===== config.mk =====
export PLATFORM = sky130hd
export DESIGN_NAME = key_conditioner
export DESIGN_NICKNAME = d
export VERILOG_FILES = /design/src/rtl/key_cond_pkg.sv /design/src/rtl/key_debounce_channel.sv /design/src/rtl/key_conditioner.sv
export SDC_FILE = /design/constraint.sdc
export NUM_CORES = 1
export LEC_CHECK = 0
export ABC_AREA = 1
export CAP_MARGIN = 5
export CORE_AREA = 2 2 100 102
export CTS_CLUSTER_SIZE = 40
export DETAILED_ROUTE_END_ITERATION = 10
export DIE_AREA = 0 0 102 104
export GPL_TIMING_DRIVEN = 0
export PLACE_DENSITY = 0.49
export SLEW_MARGIN = 20
export SYNTH_ARGS = -nofsm -noshare
export SYNTH_HDL_FRONTEND = slang
export SYNTH_SLANG_ARGS = --single-unit

===== constraint.sdc =====
create_clock -name CLOCK_50 -period 1.5 [get_ports CLOCK_50]
set_clock_uncertainty 0.15 [all_clocks]
set_input_delay 0.15 -clock CLOCK_50 [delete_from_list [all_inputs] [get_ports CLOCK_50]]
set_output_delay 0.15 -clock CLOCK_50 [all_outputs]
set_load 0.02 [all_outputs]

===== src/rtl/key_cond_pkg.sv =====
// Shared types and default constants for the pushbutton conditioner.
// Holds the per-channel state encoding and the 50 MHz / short-sim defaults.
package key_cond_pkg;

  typedef enum logic [1:0] {
    RELEASED  = 2'd0,
    ARMING    = 2'd1,
    PRESSED   = 2'd2,
    DISARMING = 2'd3
  } key_state_t;

  // 50 MHz board values: 10 ms debounce, 0.5 s first repeat, 0.1 s period
  localparam int DEF_DEBOUNCE_CYCLES = 500_000;
  localparam int DEF_CNT_W           = 20;
  localparam int DEF_REPEAT_DELAY    = 25_000_000;
  localparam int DEF_REPEAT_PERIOD   = 5_000_000;

  // Short values for fast simulation
  localparam int SIM_DEBOUNCE_CYCLES = 4;
  localparam int SIM_CNT_W           = 3;
  localparam int SIM_REPEAT_DELAY    = 10;
  localparam int SIM_REPEAT_PERIOD   = 3;

endpackage


===== src/rtl/key_debounce_channel.sv =====
// One key: 2-flop sync, debounce FSM, optional auto-repeat (KEY_AUTOREPEAT_EN).
// Ports: clk, rst_n (async low), key_raw (active-low pin) -> level/press/release/repeat pulses.
module key_debounce_channel
  import key_cond_pkg::*;
#(
  parameter int DEBOUNCE_CYCLES = DEF_DEBOUNCE_CYCLES,
  parameter int CNT_W           = DEF_CNT_W
`ifdef KEY_AUTOREPEAT_EN
  ,
  parameter int REPEAT_DELAY    = DEF_REPEAT_DELAY,
  parameter int REPEAT_PERIOD   = DEF_REPEAT_PERIOD
`endif
) (
  input  logic clk,
  input  logic rst_n,
  input  logic key_raw,
  output logic level,
  output logic press_pulse,
  output logic release_pulse,
  output logic repeat_pulse
);

  localparam logic [CNT_W-1:0] CNT_MAX = CNT_W'(DEBOUNCE_CYCLES);
  localparam logic [CNT_W-1:0] CNT_ONE = CNT_W'(1);

  logic [1:0]       sync;
  logic             s;
  key_state_t       state;
  logic [CNT_W-1:0] cnt;

  // Flops reset to 1 so a released key looks released out of reset
  always_ff @(posedge clk or negedge rst_n) begin
    if (!rst_n) sync <= 2'b11;
    else        sync <= {sync[0], key_raw};
  end

  assign s = ~sync[1];

  always_ff @(posedge clk or negedge rst_n) begin
    if (!rst_n) begin
      state         <= RELEASED;
      cnt           <= '0;
      level         <= 1'b0;
      press_pulse   <= 1'b0;
      release_pulse <= 1'b0;
    end else begin
      press_pulse   <= 1'b0;
      release_pulse <= 1'b0;
      unique case (state)
        RELEASED: begin
          if (s) begin
            state <= ARMING;
            cnt   <= CNT_ONE;
          end
        end
        ARMING: begin
          if (!s) begin
            state <= RELEASED;
            cnt   <= '0;
          end else if (cnt == CNT_MAX) begin
            state       <= PRESSED;
            cnt         <= '0;
            level       <= 1'b1;
            press_pulse <= 1'b1;
          end else begin
            cnt <= cnt + CNT_ONE;
          end
        end
        PRESSED: begin
          if (!s) begin
            state <= DISARMING;
            cnt   <= CNT_ONE;
          end
        end
        DISARMING: begin
          if (s) begin
            state <= PRESSED;
            cnt   <= '0;
          end else if (cnt == CNT_MAX) begin
            state         <= RELEASED;
            cnt           <= '0;
            level         <= 1'b0;
            release_pulse <= 1'b1;
          end else begin
            cnt <= cnt + CNT_ONE;
          end
        end
      endcase
    end
  end

`ifdef KEY_AUTOREPEAT_EN
  localparam int RMAX = (REPEAT_DELAY > REPEAT_PERIOD) ?
                        REPEAT_DELAY : REPEAT_PERIOD;
  localparam int RW = $clog2(RMAX + 1);
  localparam logic [RW-1:0] R_FIRST = RW'(REPEAT_DELAY - 1);
  localparam logic [RW-1:0] R_NEXT  = RW'(REPEAT_PERIOD - 1);

  logic [RW-1:0] rcnt;
  logic          first;
  logic          held;
  logic          leaving;

  assign held    = (state == PRESSED) || (state == DISARMING);
  // An accepted release wins over a repeat due on the same edge
  assign leaving = (state == DISARMING) && !s && (cnt == CNT_MAX);

  always_ff @(posedge clk or negedge rst_n) begin
    if (!rst_n) begin
      rcnt         <= '0;
      first        <= 1'b1;
      repeat_pulse <= 1'b0;
    end else begin
      repeat_pulse <= 1'b0;
      if (!held || leaving) begin
        rcnt  <= '0;
        first <= 1'b1;
      end else if (rcnt == (first ? R_FIRST : R_NEXT)) begin
        rcnt         <= '0;
        first        <= 1'b0;
        repeat_pulse <= 1'b1;
      end else begin
        rcnt <= rcnt + 1'b1;
      end
    end
  end
`else
  assign repeat_pulse = 1'b0;
`endif

endmodule


===== src/rtl/key_conditioner.sv =====
// Conditions NUM_KEYS active-low pushbuttons into clean level + press/release strobes.
// Ports: CLOCK_50, KEY0 (async low reset), key_n in; key_level/press/release/repeat out (KEY_AUTOREPEAT_EN).
module key_conditioner
  import key_cond_pkg::*;
#(
  parameter int NUM_KEYS        = 2,
  parameter int DEBOUNCE_CYCLES = DEF_DEBOUNCE_CYCLES,
  parameter int CNT_W           = DEF_CNT_W,
  parameter int REPEAT_DELAY    = DEF_REPEAT_DELAY,
  parameter int REPEAT_PERIOD   = DEF_REPEAT_PERIOD
) (
  input  logic                CLOCK_50,
  input  logic                KEY0,
  input  logic [NUM_KEYS-1:0] key_n,
  output logic [NUM_KEYS-1:0] key_level,
  output logic [NUM_KEYS-1:0] key_press,
  output logic [NUM_KEYS-1:0] key_release,
  output logic [NUM_KEYS-1:0] key_repeat
);

  // Counter must hold DEBOUNCE_CYCLES without wrapping
  if (((64'd1 << CNT_W) <= 64'(DEBOUNCE_CYCLES)) ||
      (REPEAT_DELAY < 1) || (REPEAT_PERIOD < 1)) begin : g_bad_cfg
    $error("key_conditioner: bad parameter set");
  end

  for (genvar i = 0; i < NUM_KEYS; i++) begin : g_ch
    key_debounce_channel #(
      .DEBOUNCE_CYCLES(DEBOUNCE_CYCLES),
      .CNT_W          (CNT_W)
`ifdef KEY_AUTOREPEAT_EN
      ,
      .REPEAT_DELAY   (REPEAT_DELAY),
      .REPEAT_PERIOD  (REPEAT_PERIOD)
`endif
    ) u_ch (
      .clk          (CLOCK_50),
      .rst_n        (KEY0),
      .key_raw      (key_n[i]),
      .level        (key_level[i]),
      .press_pulse  (key_press[i]),
      .release_pulse(key_release[i]),
      .repeat_pulse (key_repeat[i])
    );
  end

endmodule


Word-level counts from Yosys, hierarchy flattened
Index checks and enable logic that the tools add are counted.
- equality and inequality tests: 24
- multiplexer cells: 46
- reduce and logical (&&, ||, !) cells: 10
- add/sub/neg operators: 2
- operators with widths (kind ; count):
    $mux W20 ; 10
    $pmux W20 S4 ; 2
    $add A20 B1 Y20 const B ; 2
    $eq A20 B19 Y1 const B ; 2
    $mux W2 ; 12
    $mux W1 ; 18
    $ne A2 B1 Y1 const B ; 8
    $pmux W2 S4 ; 2
    $reduce_and A5 Y1 ; 2
    $eq A2 B2 Y1 const B ; 4
    $ne A2 B2 Y1 const B ; 4
    $reduce_and A4 Y1 ; 2
    $ne A3 B1 Y1 const B ; 2
    $ne A3 B3 Y1 const B ; 2
    $eq A2 B1 Y1 const B ; 2
    $logic_not A2 Y1 ; 2
    $pmux W1 S2 ; 2
    $reduce_and A2 Y1 ; 2
    $reduce_bool A2 Y1 ; 2
- bits in registers: 54
- logic and storage cells: 94
- output and inout bits: 8

Longest topological paths before layout
- word-level depth: 4
- mapped depth: 10
- mapped depth without buffers: 10

Cells and area by module
A second synthesis with hierarchy kept.
- cell total of the unflattened synthesis: 401
- area total of the unflattened synthesis: 3188.1 um^2
- by module, submodules not included (module ; cells each ; instances ; seq. area each (um^2) ; area each (um^2)):
    key_debounce_channel at g_ch[1].u_ch ; 206 ; 1 ; 678.2 ; 1627.8
    key_debounce_channel at g_ch[0].u_ch ; 195 ; 1 ; 678.2 ; 1560.2

Worst setup path after synthesis
Ideal clock, no wire load.
- path kind: register -> register
- from: register g_ch[1].u_ch.cnt[0]
- to: register g_ch[1].u_ch.cnt[13]
- period minus slack after synthesis: 1.503 ns
- data required time: 1.225 ns
- cell stages (with the launch flop): 9
- setup time: 0.125 ns
- arrival: 1.228 ns
- setup slack: -0.003 ns
- path through: dfrtp_1 > inv_1 > ha_1 > nand3_1 > nor2_2 > nand3_2 > nand2_2 > buf_6 > o22ai_2
- cells in the longest elaborated chain, start to end: 4
- ends and longest elaborated chain (item ; RTL line ; RTL):
    from (decl) ; key_debounce_channel.sv:29 ; logic [CNT_W-1:0] cnt;
    from (signal assigned) ; key_debounce_channel.sv:66 ; cnt <= cnt + CNT_ONE;
    from (signal assigned) ; key_debounce_channel.sv:85 ; cnt <= cnt + CNT_ONE;
    $add A20 B1 Y20 / $eq A20 B19 Y1 (equally long branches) ; n/a ;
    $mux W20 (*) ; key_debounce_channel.sv:60, key_debounce_channel.sv:79 ;
    $mux W20 (on tied branches) ; key_debounce_channel.sv:76, key_debounce_channel.sv:57 ;
    $pmux W20 S4 (*) ; key_debounce_channel.sv:49 ; unique case (state)
Mark *: on every way between the ends. The rest lies on a longest branch, timed or not.
A chain may end at the register's enable or synchronous reset.

Worst setup path after layout
- from: register g_ch[1].u_ch.cnt[1]
- to: register g_ch[1].u_ch.cnt[18]
The elaborated chain is that of the path after synthesis.

==> impl_metrics.csv <==
group,metric,value,unit
outcome,status,"finished with violations",
outcome,violations,"setup timing",
routing,drc_errors,0,
setup_path,rr_endpoint,"g_ch[1].u_ch.cnt[18]",
setup_path,worst-r2r-setup-slack,-0.14,ns
sta,fin_crit_sh,109.5,%
synthesis,syn_avg_cell_area,7.298,um2
power_and_ir_drop,leakage,1.876,nW
cts,numCtsBuffers,5,
sta,maxSlewViolCount,0,
die,start_util,34.24,%
global_routing,grt_pass1_vias,3041,
routing,avgRoutedWirePerCell,13.62,um
sta,fmax,608.6,MHz
routing,dr.pass1.iters,4,
power_and_ir_drop,power_density,878.8,nW/um2
setup_path,crit_chain,"buf_6 -> ha_4 -> nand2_4 -> nor2_4 -> nand2_2 -> nor2_4 -> nand2_1 -> nand2_1 -> nand2_1 -> nand2_2 -> o21ai_2",
global_routing,track_usage,16.67,%
setup_path,crit_arrival,1.71,ns
die,dieArea,10610,um2
routing,drt_iter0_drc,76,
power_and_ir_drop,comb_power_share,33.1,%
setup_path,critPathLaunchType,"flop",
final_layout,utilization,46.19,%
power_and_ir_drop,internal_power,2.475,mW
power_and_ir_drop,switching_share,36.15,%
final_layout,instances_no_fill,634,
synthesis,ys_seq_area_share,41.48,%
sta,min_period,1.643,ns
setup_path,end_kind,"flop",
placement,dp_cells,592,
final_layout,antenna_cells,0,
sta,setup_ws,-0.1431,ns
setup_path,r2r_cells,11,
synthesis,ys_warn_count,0,
global_routing,antenna_found_initial,0,
cts,cts_max_path_buffers,2,
synthesis,synthCells,448,
power_and_ir_drop,p_seq_share,43.8,%
setup_path,startpoint,"g_ch[1].u_ch.cnt[1]",
setup_path,cp_slowest_stage_delay,0.40,ns
placement,post-place-ws,-0.2371,ns
final_layout,area_growth,34.90,%
min_path,min_path_type,"in2async",
setup_path,path_class,"reg2reg",
synthesis,synth.distinct_cells,32,
synthesis,syn-cell-area,3269,um2
routing,num_vias,2997,
die,die_y,104,um
sta,hold_violations,0,
global_routing,grt_max_degree,44,
final_layout,finalNetCount,508,
die,die_w,102,um
cts,clk_latency,0.32,ns
cts,numClockSinks,54,
setup_path,crit_end,"g_ch[1].u_ch.cnt[18]",
sta,rsz0062_at_grt,"yes",
routing,antenna_left,0,
placement,portBuffers,9,
global_routing,grt_overflow,0,
placement,routabilityCongestion,0.8052,
setup_path,cp_common_cell,"nand2_1",
die,io_pins,12,
placement,dp.final_hpwl,5628,um
cts,htree_levels,2,
routing,vias_per_cell,4.727,
cts,cts.clk_slew.worst_paths,0.11,ns
global_routing,grt_pass1_wl,14300,um
synthesis,synth-seq-cells,54,
cts,cts_tree,"yes",
die,coreArea,9549,um2
power_and_ir_drop,pwr-share-clk,23.1,%
power_and_ir_drop,vdd_drop_max,0.5691,mV
setup_path,crit_required,1.56,ns
setup_path,slowest_stage,"dfrtp_1",
cts,clockRootBuffer,"clkbuf_8",
power_and_ir_drop,power_switching,1.401,mW
sta,report.final.setup_viol,43,
job,drv_cap,0,
setup_path,cp_max_fo,4,
final_layout,fillCellCount,960,
die,num_rows,36,
power_and_ir_drop,total_power,3.876,mW
final_layout,drive_gt1_share,37.92,%
routing,drt_wl_total,8632,um
setup_path,r2r-start,"g_ch[1].u_ch.cnt[1]",
==> cell usage in the layout (no fill, tap or decap), types with 12 or more instances in the layout <==
cell / netlist / routed
nand3_1: 46 / 21
inv_1: 57 / 49
dfrtp_2: 0 / 13
dfrtp_1: 50 / 37
buf_4: 8 / 35
nand2_2: 7 / 16
nor2_1: 42 / 29
nor2_4: 2 / 15
nor2_2: 12 / 12
nand2_1: 124 / 111
nand3_2: 4 / 24
==> worst max-delay path, delay by kind of cell, from the launching register on <==
| kind | cells | cell delay, ns |
|---|---|---|
| flops | 1 | 0.40 |
| compound gates | 1 | 0.04 |
| simple gates | 8 | 0.69 |
| fa+ha+maj | 1 | 0.13 |
| buf+inv | 1 | 0.12 |
==> state kept, by name, indices dropped and copies added, names as in the netlist, named ones only <==
name	flops
g_ch.u_ch.cnt	40
g_ch.u_ch.sync	4
g_ch.u_ch.level	2
g_ch.u_ch.press_pulse	2
g_ch.u_ch.release_pulse	2
g_ch.u_ch.state	2
==> power groups by stage <==
| stage | Sequential, mW | Clock, mW | Combinational (mW) |
|---|---|---|---|
| after floorplan | 1.68 | 0 | 0.479 |
| after global placement | 1.70 | 0 | 0.660 |
| after detailed placement | 1.71 | 0 | 0.673 |
| after CTS | 1.68 | 0.939 | 1.21 |
| after global routing | 1.72 | 0.991 | 1.39 |
| final | 1.70 | 0.897 | 1.28 |
==> how the worst min path moves through the flow <==
stage	depth (start not counted)	start	end	slack (ns)
2_1_floorplan	0	KEY0	async pin	-0.30
3_3_place_gp	0	g_ch[0].u_ch.sync[0]	g_ch[0].u_ch.sync[1]	0.20
3_5_place_dp	1	KEY0	g_ch[1].u_ch.cnt[6]	-0.13
4_1_cts	2	KEY0	g_ch[1].u_ch.cnt[9]	0.06
5_1_grt	1	key_n[0]	g_ch[0].u_ch.sync[0]	0.07
6_report	2	KEY0	g_ch[1].u_ch.cnt[9]	0.07
==> layer usage <==
| metal | vias to the layer above | track usage, % | part of all wire (%) |
|---|---|---|---|
| met4 | 0 | 3.238 | 0.71 |
| met5 | - | 0 | 0 |
| met2 | 24 | 29.32 | 52 |
| met1 | 1443 | 21.63 | 45 |
| met3 | 4 | 2.352 | 1.6 |
| li1 | 1526 | - | - |
==> per-stage QoR <==
| stage | setup TNS (ns) | instance area, um2 | hold slack (ns) |
|---|---|---|---|
| 6_report | -3.800 | 4410 | 0.06571 |
| 4_1_cts | -3.372 | 4207 | 0.06132 |
| 5_1_grt | -7.367 | 4410 | 0.07131 |
| 3_3_place_gp | -98.82 | 3530 | 0.1990 |
| 3_5_place_dp | -6.555 | 3555 | -0.1287 |
| 2_1_floorplan | 0 | 3273 | -0.2956 |
==> timing repair <==
action                                 in CTS  in global routing
gates cloned                                3                  1
pin swaps                                  21                 22
buffers inserted                           26                  5
setup endpoints to repair                  53                 49
endpoints found under the hold margin      50                  0
resized for setup                          97                 55
hold buffers                                1                  0
==> cells in the mapped netlist <==
| cell | number | share of area (%) |
|---|---|---|
| xor2_1 | 8 | 2.1 |
| ha_1 | 4 | 1.5 |
| o22ai_1 | 12 | 2.3 |
| inv_2 | 4 | 0.46 |
| o21bai_1 | 1 | 0.23 |
| and2_1 | 1 | 0.19 |
| buf_6 | 3 | 1.0 |
| o21ai_1 | 6 | 0.92 |
| nor3_1 | 7 | 1.1 |
| dfrtp_1 | 50 | 38 |
| clkinv_2 | 1 | 0.15 |
| or2_2 | 1 | 0.19 |
| o21ai_2 | 2 | 0.54 |
| nand2_2 | 7 | 1.3 |
| a21oi_1 | 6 | 0.92 |
| conb_1 | 1 | 0.11 |
| buf_4 | 8 | 1.8 |
| o21ai_0 | 19 | 2.9 |
| nor2_1 | 42 | 4.8 |
| dfstp_2 | 4 | 3.2 |
| nand4_1 | 9 | 1.7 |
| nand3_2 | 4 | 1.2 |
| nor2_2 | 12 | 2.3 |
| nand2_1 | 124 | 14 |
| nor2_4 | 2 | 0.69 |
| nand3_1 | 46 | 7.0 |
| a21oi_2 | 1 | 0.27 |
| buf_2 | 1 | 0.15 |
| xnor2_1 | 2 | 0.54 |
| inv_1 | 57 | 6.5 |
| nand2_4 | 1 | 0.34 |
| o22ai_2 | 2 | 0.77 |
==> cell type report <==
type / instances / area, um2 / area share [%]
well taps: 133 / 166.4 / 3.773
repair buffers: 43 / 389.1 / 8.823
multi-input cells: 322 / 2041 / 46.27
flip-flops and latches: 54 / 1373 / 31.12
clock inverters: 3 / 28.78 / 0.6525
clock buffers: 5 / 68.82 / 1.560
inverters: 62 / 241.5 / 5.475
plain buffers: 11 / 93.84 / 2.128
repair inverters: 1 / 8.758 / 0.1986
==> cells by family (layout without fill, tap and decap cells) <==
group | after synthesis | after routing | synth area share, %
AO/OA/AOI/OAI | 49 | 49 | 8.840
XOR/XNOR | 10 | 10 | 2.679
adder cells (fa/ha/maj) | 4 | 4 | 1.531
buffers and inverters | 74 | 125 | 10.18
flip-flops | 54 | 54 | 41.48
other | 1 | 2 | 0.1147
AND/OR/NAND/NOR | 256 | 257 | 35.17
Note: power is estimated with default switching activity, not from simulation.
